===== src/rtl/hall_speed_meter.sv =====
// Hall feedback speed meter: 2-FF synchroniser, stability filter, then edges-per-window
// and cycles-between-edges measurements with a stall flag.
module hall_speed_meter #(
   parameter int unsigned WINDOW_CYCLES = 10_000_000,
   parameter int unsigned FILTER_CYCLES = 16,
   parameter int unsigned COUNT_W       = 16,
   parameter int unsigned PERIOD_W      = 24
) (
   input  logic                clk_i,
   input  logic                reset_i,
   input  logic                enable_i,
   input  logic                feedback_i,
   output logic [COUNT_W-1:0]  edge_count_o,
   output logic                count_valid_o,
   output logic [PERIOD_W-1:0] period_o,
   output logic                period_valid_o,
   output logic                stalled_o
);

   localparam int unsigned WCNT_W = (WINDOW_CYCLES > 1) ? $clog2(WINDOW_CYCLES) : 1;
   localparam int unsigned FCNT_W = $clog2(FILTER_CYCLES + 1);

   localparam logic [WCNT_W-1:0]   W_LAST  = WCNT_W'(WINDOW_CYCLES - 1);
   localparam logic [FCNT_W-1:0]   F_LAST  = FCNT_W'(FILTER_CYCLES - 1);
   localparam logic [COUNT_W-1:0]  CNT_MAX = '1;
   localparam logic [PERIOD_W-1:0] PER_MAX = '1;

   // input conditioning
   logic                sync1_q, sync1_d;
   logic                sync2_q, sync2_d;
   logic                filt_q, filt_d;
   logic                filt_prev_q, filt_prev_d;
   logic [FCNT_W-1:0]   fcnt_q, fcnt_d;
   logic                rise_q, rise_d;

   // measurement state
   logic [WCNT_W-1:0]   wcnt_q, wcnt_d;
   logic [COUNT_W-1:0]  acc_q, acc_d;
   logic [COUNT_W-1:0]  acc_inc;
   logic [PERIOD_W-1:0] pcnt_q, pcnt_d;
   logic                armed_q, armed_d;

   // registered outputs
   logic [COUNT_W-1:0]  edge_count_q, edge_count_d;
   logic                count_valid_q, count_valid_d;
   logic [PERIOD_W-1:0] period_q, period_d;
   logic                period_valid_q, period_valid_d;
   logic                stalled_q, stalled_d;

   // Synchroniser and filter run regardless of enable so a level held across
   // re-enable never looks like a fresh edge.
   always_comb begin
      sync1_d     = feedback_i;
      sync2_d     = sync1_q;
      filt_d      = filt_q;
      fcnt_d      = '0;
      filt_prev_d = filt_q;
      rise_d      = filt_q & ~filt_prev_q;

      if (sync2_q != filt_q) begin
         if (fcnt_q == F_LAST) begin
            filt_d = sync2_q;
         end else begin
            fcnt_d = fcnt_q + FCNT_W'(1);
         end
      end
   end

   // Window counter, period counter and stall tracking.
   always_comb begin
      wcnt_d         = wcnt_q;
      acc_d          = acc_q;
      pcnt_d         = pcnt_q;
      armed_d        = armed_q;
      edge_count_d   = edge_count_q;
      count_valid_d  = 1'b0;
      period_d       = period_q;
      period_valid_d = 1'b0;
      stalled_d      = stalled_q;

      acc_inc = (rise_q && (acc_q != CNT_MAX)) ? acc_q + COUNT_W'(1) : acc_q;

      if (!enable_i) begin
         wcnt_d    = '0;
         acc_d     = '0;
         pcnt_d    = '0;
         armed_d   = 1'b0;
         stalled_d = 1'b0;
      end else begin
         // A rise on the terminal cycle lands in the closing window only.
         if (wcnt_q == W_LAST) begin
            wcnt_d        = '0;
            edge_count_d  = acc_inc;
            acc_d         = '0;
            count_valid_d = 1'b1;
         end else begin
            wcnt_d = wcnt_q + WCNT_W'(1);
            acc_d  = acc_inc;
         end

         if (rise_q) begin
            if (armed_q && (pcnt_q != PER_MAX)) begin
               period_d       = pcnt_q;
               period_valid_d = 1'b1;
            end
            pcnt_d    = PERIOD_W'(1);
            armed_d   = 1'b1;
            stalled_d = 1'b0;
         end else if (pcnt_q == PER_MAX) begin
            stalled_d = 1'b1;
            armed_d   = 1'b0;
         end else begin
            pcnt_d = pcnt_q + PERIOD_W'(1);
         end
      end
   end

   always_ff @(posedge clk_i) begin
      if (reset_i) begin
         sync1_q        <= 1'b0;
         sync2_q        <= 1'b0;
         filt_q         <= 1'b0;
         filt_prev_q    <= 1'b0;
         fcnt_q         <= '0;
         rise_q         <= 1'b0;
         wcnt_q         <= '0;
         acc_q          <= '0;
         pcnt_q         <= '0;
         armed_q        <= 1'b0;
         edge_count_q   <= '0;
         count_valid_q  <= 1'b0;
         period_q       <= '0;
         period_valid_q <= 1'b0;
         stalled_q      <= 1'b0;
      end else begin
         sync1_q        <= sync1_d;
         sync2_q        <= sync2_d;
         filt_q         <= filt_d;
         filt_prev_q    <= filt_prev_d;
         fcnt_q         <= fcnt_d;
         rise_q         <= rise_d;
         wcnt_q         <= wcnt_d;
         acc_q          <= acc_d;
         pcnt_q         <= pcnt_d;
         armed_q        <= armed_d;
         edge_count_q   <= edge_count_d;
         count_valid_q  <= count_valid_d;
         period_q       <= period_d;
         period_valid_q <= period_valid_d;
         stalled_q      <= stalled_d;
      end
   end

   assign edge_count_o   = edge_count_q;
   assign count_valid_o  = count_valid_q;
   assign period_o       = period_q;
   assign period_valid_o = period_valid_q;
   assign stalled_o      = stalled_q;

endmodule


===== config.mk =====
export PLATFORM = sky130hd
export DESIGN_NAME = hall_speed_meter
export DESIGN_NICKNAME = d
export VERILOG_FILES = /design/src/rtl/hall_speed_meter.sv
export SDC_FILE = /design/constraint.sdc
export NUM_CORES = 1
export LEC_CHECK = 0
export ABC_AREA = 1
export CORE_ASPECT_RATIO = 0.6
export CORE_MARGIN = 2
export CORE_UTILIZATION = 35
export CTS_CLUSTER_DIAMETER = 100
export DETAILED_ROUTE_END_ITERATION = 16
export DONT_BUFFER_PORTS = 1
export MAX_ROUTING_LAYER = met4
export PLACE_DENSITY = 0.57
export SLEW_MARGIN = 20
export SYNTH_ARGS = -nofsm -noshare
export SYNTH_HDL_FRONTEND = slang
export SYNTH_SLANG_ARGS = --single-unit

===== constraint.sdc =====
create_clock -name clk_i -period 4.5 [get_ports clk_i]
set_input_delay 0.675 -clock clk_i [delete_from_list [all_inputs] [get_ports clk_i]]
set_output_delay 0.675 -clock clk_i [all_outputs]
set_load 0.005 [all_outputs]

== Word level (Yosys, flattened, before mapping) ==
Index checks and enable logic that the tools add are counted.

* Bitwise gates (word level): 5
* $add $sub $neg: 4
* Equality and inequality tests: 7
* Reductions and logical operators: 11
* Multiplexer cells: 7

{| class="wikitable"
|+ Operators with widths
! kind !! count
|-
| 24-bit by 1-bit adder with 24-bit output, second input constant || 2
|-
| 24-bit == test, second input constant || 2
|-
| 24-bit inequality test, second input constant || 1
|-
| 16-bit by 1-bit adder with 16-bit output, second input constant || 1
|-
| 16-bit two-way mux || 1
|-
| 16-bit inequality test, second input constant || 1
|-
| 3-bit OR reduction || 4
|-
| 1-bit two-way mux || 6
|-
| 5-bit by 1-bit adder with 5-bit output, second input constant || 1
|-
| 5-bit by 4-bit == test with 1-bit output, second input constant || 1
|-
| 1-bit inverter || 4
|-
| 2-bit AND reduction || 2
|-
| 3-bit AND reduction || 1
|-
| 1-bit logical AND || 2
|-
| 2-bit inequality test, second input constant || 1
|-
| 2-bit nonzero test || 1
|-
| 2-bit OR reduction || 1
|-
| 1-bit AND || 1
|-
| 1-bit inequality test || 1
|}

* Bits in registers: 118
* Input bits: 4
* Word-level logic and storage cells: 50
* Output and inout bits: 43

== Depth between registers and ports, before layout ==
* Word-level depth: 3
* Gate-level depth with buffers: 11
* Mapped depth without buffers: 10

== Least setup slack after synthesis ==
OpenSTA, ideal clock, no wires.

* Path kind: input to register
* Start: input reset_i
* End: register pcnt_q[12]
* Arrival: 1663 ps
* Slack: 2779 ps
* Path buffers: 2
* Required time: 4442 ps
* Stages: 7
* Library setup time: 58 ps
* Cells stage by stage: buf_2 -> nor2_1 -> inv_1 -> nor2_1 -> clkbuf_1 -> o21ai_0 -> inv_1

* Cells in the longest elaborated chain, start to end: 1

{| class="wikitable"
|+ Ends and longest elaborated chain
! what !! RTL line !! source
|-
| from (decl) || 10 || <nowiki>input logic reset_i,</nowiki>
|-
| 3-bit OR reduction (no source line) || n/a ||
|-
| to (signal assigned) || 144 || <nowiki>pcnt_q <= pcnt_d;</nowiki>
|-
| to (decl) || 40 || <nowiki>logic [PERIOD_W-1:0] pcnt_q, pcnt_d;</nowiki>
|}

Every way passes these cells.
A chain may end at the register's enable or synchronous reset.

== Worst setup path after layout ==
* Start: register wcnt_q[0]
* End: register wcnt_q[11]

* Cells in the longest elaborated chain, start to end: 2
* Elaborated cells between the ends (all ways): 3
* Those cells by class: 1 x add/sub; 1 x eq/ne; 1 x reduce/logical

{| class="wikitable"
|+ Ends and longest elaborated chain
! what !! RTL line !! source
|-
| from (decl) || 37 || <nowiki>logic [WCNT_W-1:0] wcnt_q, wcnt_d;</nowiki>
|-
| from (signal assigned) || 142 || <nowiki>wcnt_q <= wcnt_d;</nowiki>
|-
| parallel branches: the longest is 2 deep, another holds 24-bit by 1-bit adder with 24-bit output || n/a ||
|}

Parallel ways; which one is timed is not known.

==> impl_metrics.tcl <==
set metrics [dict create \
    grt_pass1_vias 4603 \
    yosysWarnings 0 \
    holdPathStages 1 \
    synth_nets 896 \
    synth_cells 887 \
    synth_top_area_cell "dfxtp_1" \
    fin_skew_ps 11.4 \
    grt_use_met1_pct 26.4 \
    grt_util_met2_pct 22.0 \
    totalWireLength_mm 13.9 \
    outcome "complete, no violations" \
    vias_per_cell 4.58 \
    setup_violations 0 \
    fillers 1700 \
    synthTopCellsByArea "dfxtp_1, nand2_1, nor2_1" \
    antenna_cells 0 \
    cts_buffers 17 \
    cts_hold_buffers 0 \
    grt_pass1_wl_mm 23.4 \
    num_rows 36 \
    cp_max_fo 23 \
    hp-class "primary input to flip-flop" \
    cts_resized 0 \
    p_total_uw 2480 \
    slew_headroom_pct 54.4 \
    p_leak_uw 0.00285 \
    busiest_layer "met1" \
    end_kind "flip-flop" \
    gp_congestion 0.932 \
    maxCapViolCount 0 \
    critPathKind "flip-flop to flip-flop" \
    cts_root_buf "clkbuf_16" \
    synth.avg_cell_area_sq_um 6.50 \
    clock_latency_ps 410 \
    area_growth_syn_to_layout_pct 13.7 \
    synth_area_sq_um 5760 \
    worst_pin_slew_ps 682 \
    placedCellCount 1079 \
    die_h_um 103 \
    finalHoldViolCount 0 \
    rsz0062_at_grt "false" \
    layout.nets 898 \
    use_met3_pct 5.63 \
    grt_overflow 0 \
    dp_hpwl_mm 9.96 \
    synth_most_common_cell "nand2_1" \
    grt_max_degree 50 \
    routedWlPerCell_um 12.5 \
    drt.antenna.violating_nets 0 \
    seq_area_frac_synth_pct 41.0 \
    r2r-start "wcnt_q[0]" \
    clock-sinks 118 \
    drt_iter0_drc 318 \
    power_density_nw_per_um2 378 \
    start_util_pct 35.6 \
    r2r_setup_slack_ps 2210 \
    drc_errors 0 \
    r2r_cells 9 \
    fin_crit_sh_pct 51.0 \
    ctsHtreeMaxLevel 4 \
    synth_ff_type "dfxtp_1" \
    io_buffer_count 0 \
    ir_drop_mv 0.190 \
    synth_seq_cells 118 \
    fin_crit_ps 2290 \
    vias 5084 \
    fin_setup_tns_ps 0 \
    antenna_found_initial 0 \
    async_flop_share_pct 0 \
    worst_ep_required_time_ps 4790 \
    die_w_um 170 \
    finalMaxSlewViolations 0 \
    drive_gt1_share_pct 5.88 \
    rr_endpoint "wcnt_q[11]" \
    clk_pin_slew_worst_paths_ps 60 \
    whs_endpoint "period_valid_o" \
    crit_arrival_ps 2580 \
    crit_path_start_kind "flip-flop" \
    synth_common_cells "nand2_1, nor2_1, inv_1" \
    tritoncts "built" \
    die-area_sq_um 17500 \
    cts_max_path_buffers 2 \
    fin_area_sq_um 6550 \
    pin_count 47 \
    placed_area_sq_um 5940 \
    hp-start "reset_i" \
    synth.distinct_cells 36 \
    max_freq_ghz 0.436 \
    synth_top_area_share_pct 41.0 \
    cts_setup_buffers 0 \
    stdcell_count 1111 \
    grt_usage_pct 17.6 \
    drt-pass1-iter-count 7 \
    synth-edff-count 0 \
    design.core.area_sq_um 16200 \
]
metrics by stage:
stage	hold slack, ps	utilization [%]	setup slack, ps
2_1_floorplan	373	-	2780
3_3_place_gp	382	36.8	2270
3_5_place_dp	378	36.8	2240
4_1_cts	320	40.5	2210
5_1_grt	319	40.5	2000
6_report	329	40.5	2210
report_power, final:
| part | total [uW] | switching, uW | internal [uW] |
|---|---|---|---|
| Combinational | 25.9 | 20.6 | 5.32 |
| Clock | 1400 | 526 | 872 |
| Sequential | 1050 | 3.17 | 1050 |
placed cells by master (no fill, tap or decap), types with 7 or more instances in the layout:
cell type	Yosys	final
inv_1	122	122
clkbuf_16	0	17
xor2_1	7	7
xnor2_1	12	12
nand2_1	267	267
a21oi_1	42	42
o21ai_0	13	13
nor3_1	10	10
nor2_1	175	175
nand3_1	37	37
nand3b_1	15	15
nand4_1	15	15
dfxtp_1	118	118
worst max-delay path by stage:
stage	end	cells past startpoint	slack (ps)	start
floorplan	pcnt_q[12]	7	2780	reset_i
global placement	wcnt_q[8]	9	2270	wcnt_q[0]
detailed placement	wcnt_q[11]	9	2240	wcnt_q[0]
CTS	wcnt_q[11]	9	2210	wcnt_q[0]
global route	edge_count_o[14]	10	2000	wcnt_q[0]
finish	wcnt_q[11]	9	2210	wcnt_q[0]
critical path, stage by stage, from the launching register on:
cell and delay (ps):
dfxtp_1 390, ha_1 240, nand2_1 90, inv_1 90
nand3_2 130, nor2_1 200, nand2_1 80, nand2_1 460
buf_4 390, a21oi_1 80
per-layer routing:
layer  routed length (um)  vias up
met2                 4850      114
li1                     -     2745
met5                    0        -
met4                   75        0
met3                 1190        6
met1                 7800     2219
logic make-up after synthesis:
group           synth area share [%]
buf+inv                         9.88
compound gates                  5.78
simple gates                    39.4
xor+xnor                        2.89
fa+ha+maj                       1.09
flops                           41.0
layout make-up:
type | count | area, sq um | share of cell area (%)
clock buffers | 17 | 425 | 6.49
clock inverters | 15 | 181 | 2.77
inverters | 124 | 465 | 7.11
multi-input cells | 625 | 2830 | 43.2
flip-flops and latches | 118 | 2360 | 36.1
well taps | 209 | 262 | 3.99
repair buffers | 3 | 22.5 | 0.344
sequential cells by signal (all words and copies together) (netlist names):
| name | count |
|---|---|
| sync2_q | 1 |
| pcnt_q | 24 |
| acc_q | 16 |
| edge_count_o | 16 |
| count_valid_o | 1 |
| fcnt_q | 5 |
| stalled_o | 1 |
| sync1_q | 1 |
| armed_q | 1 |
| filt_prev_d | 1 |
| wcnt_q | 24 |
| rise_q | 1 |
| period_valid_o | 1 |
| filt_prev_q | 1 |
| period_o | 24 |
Note: power is estimated with default switching activity, not from simulation.
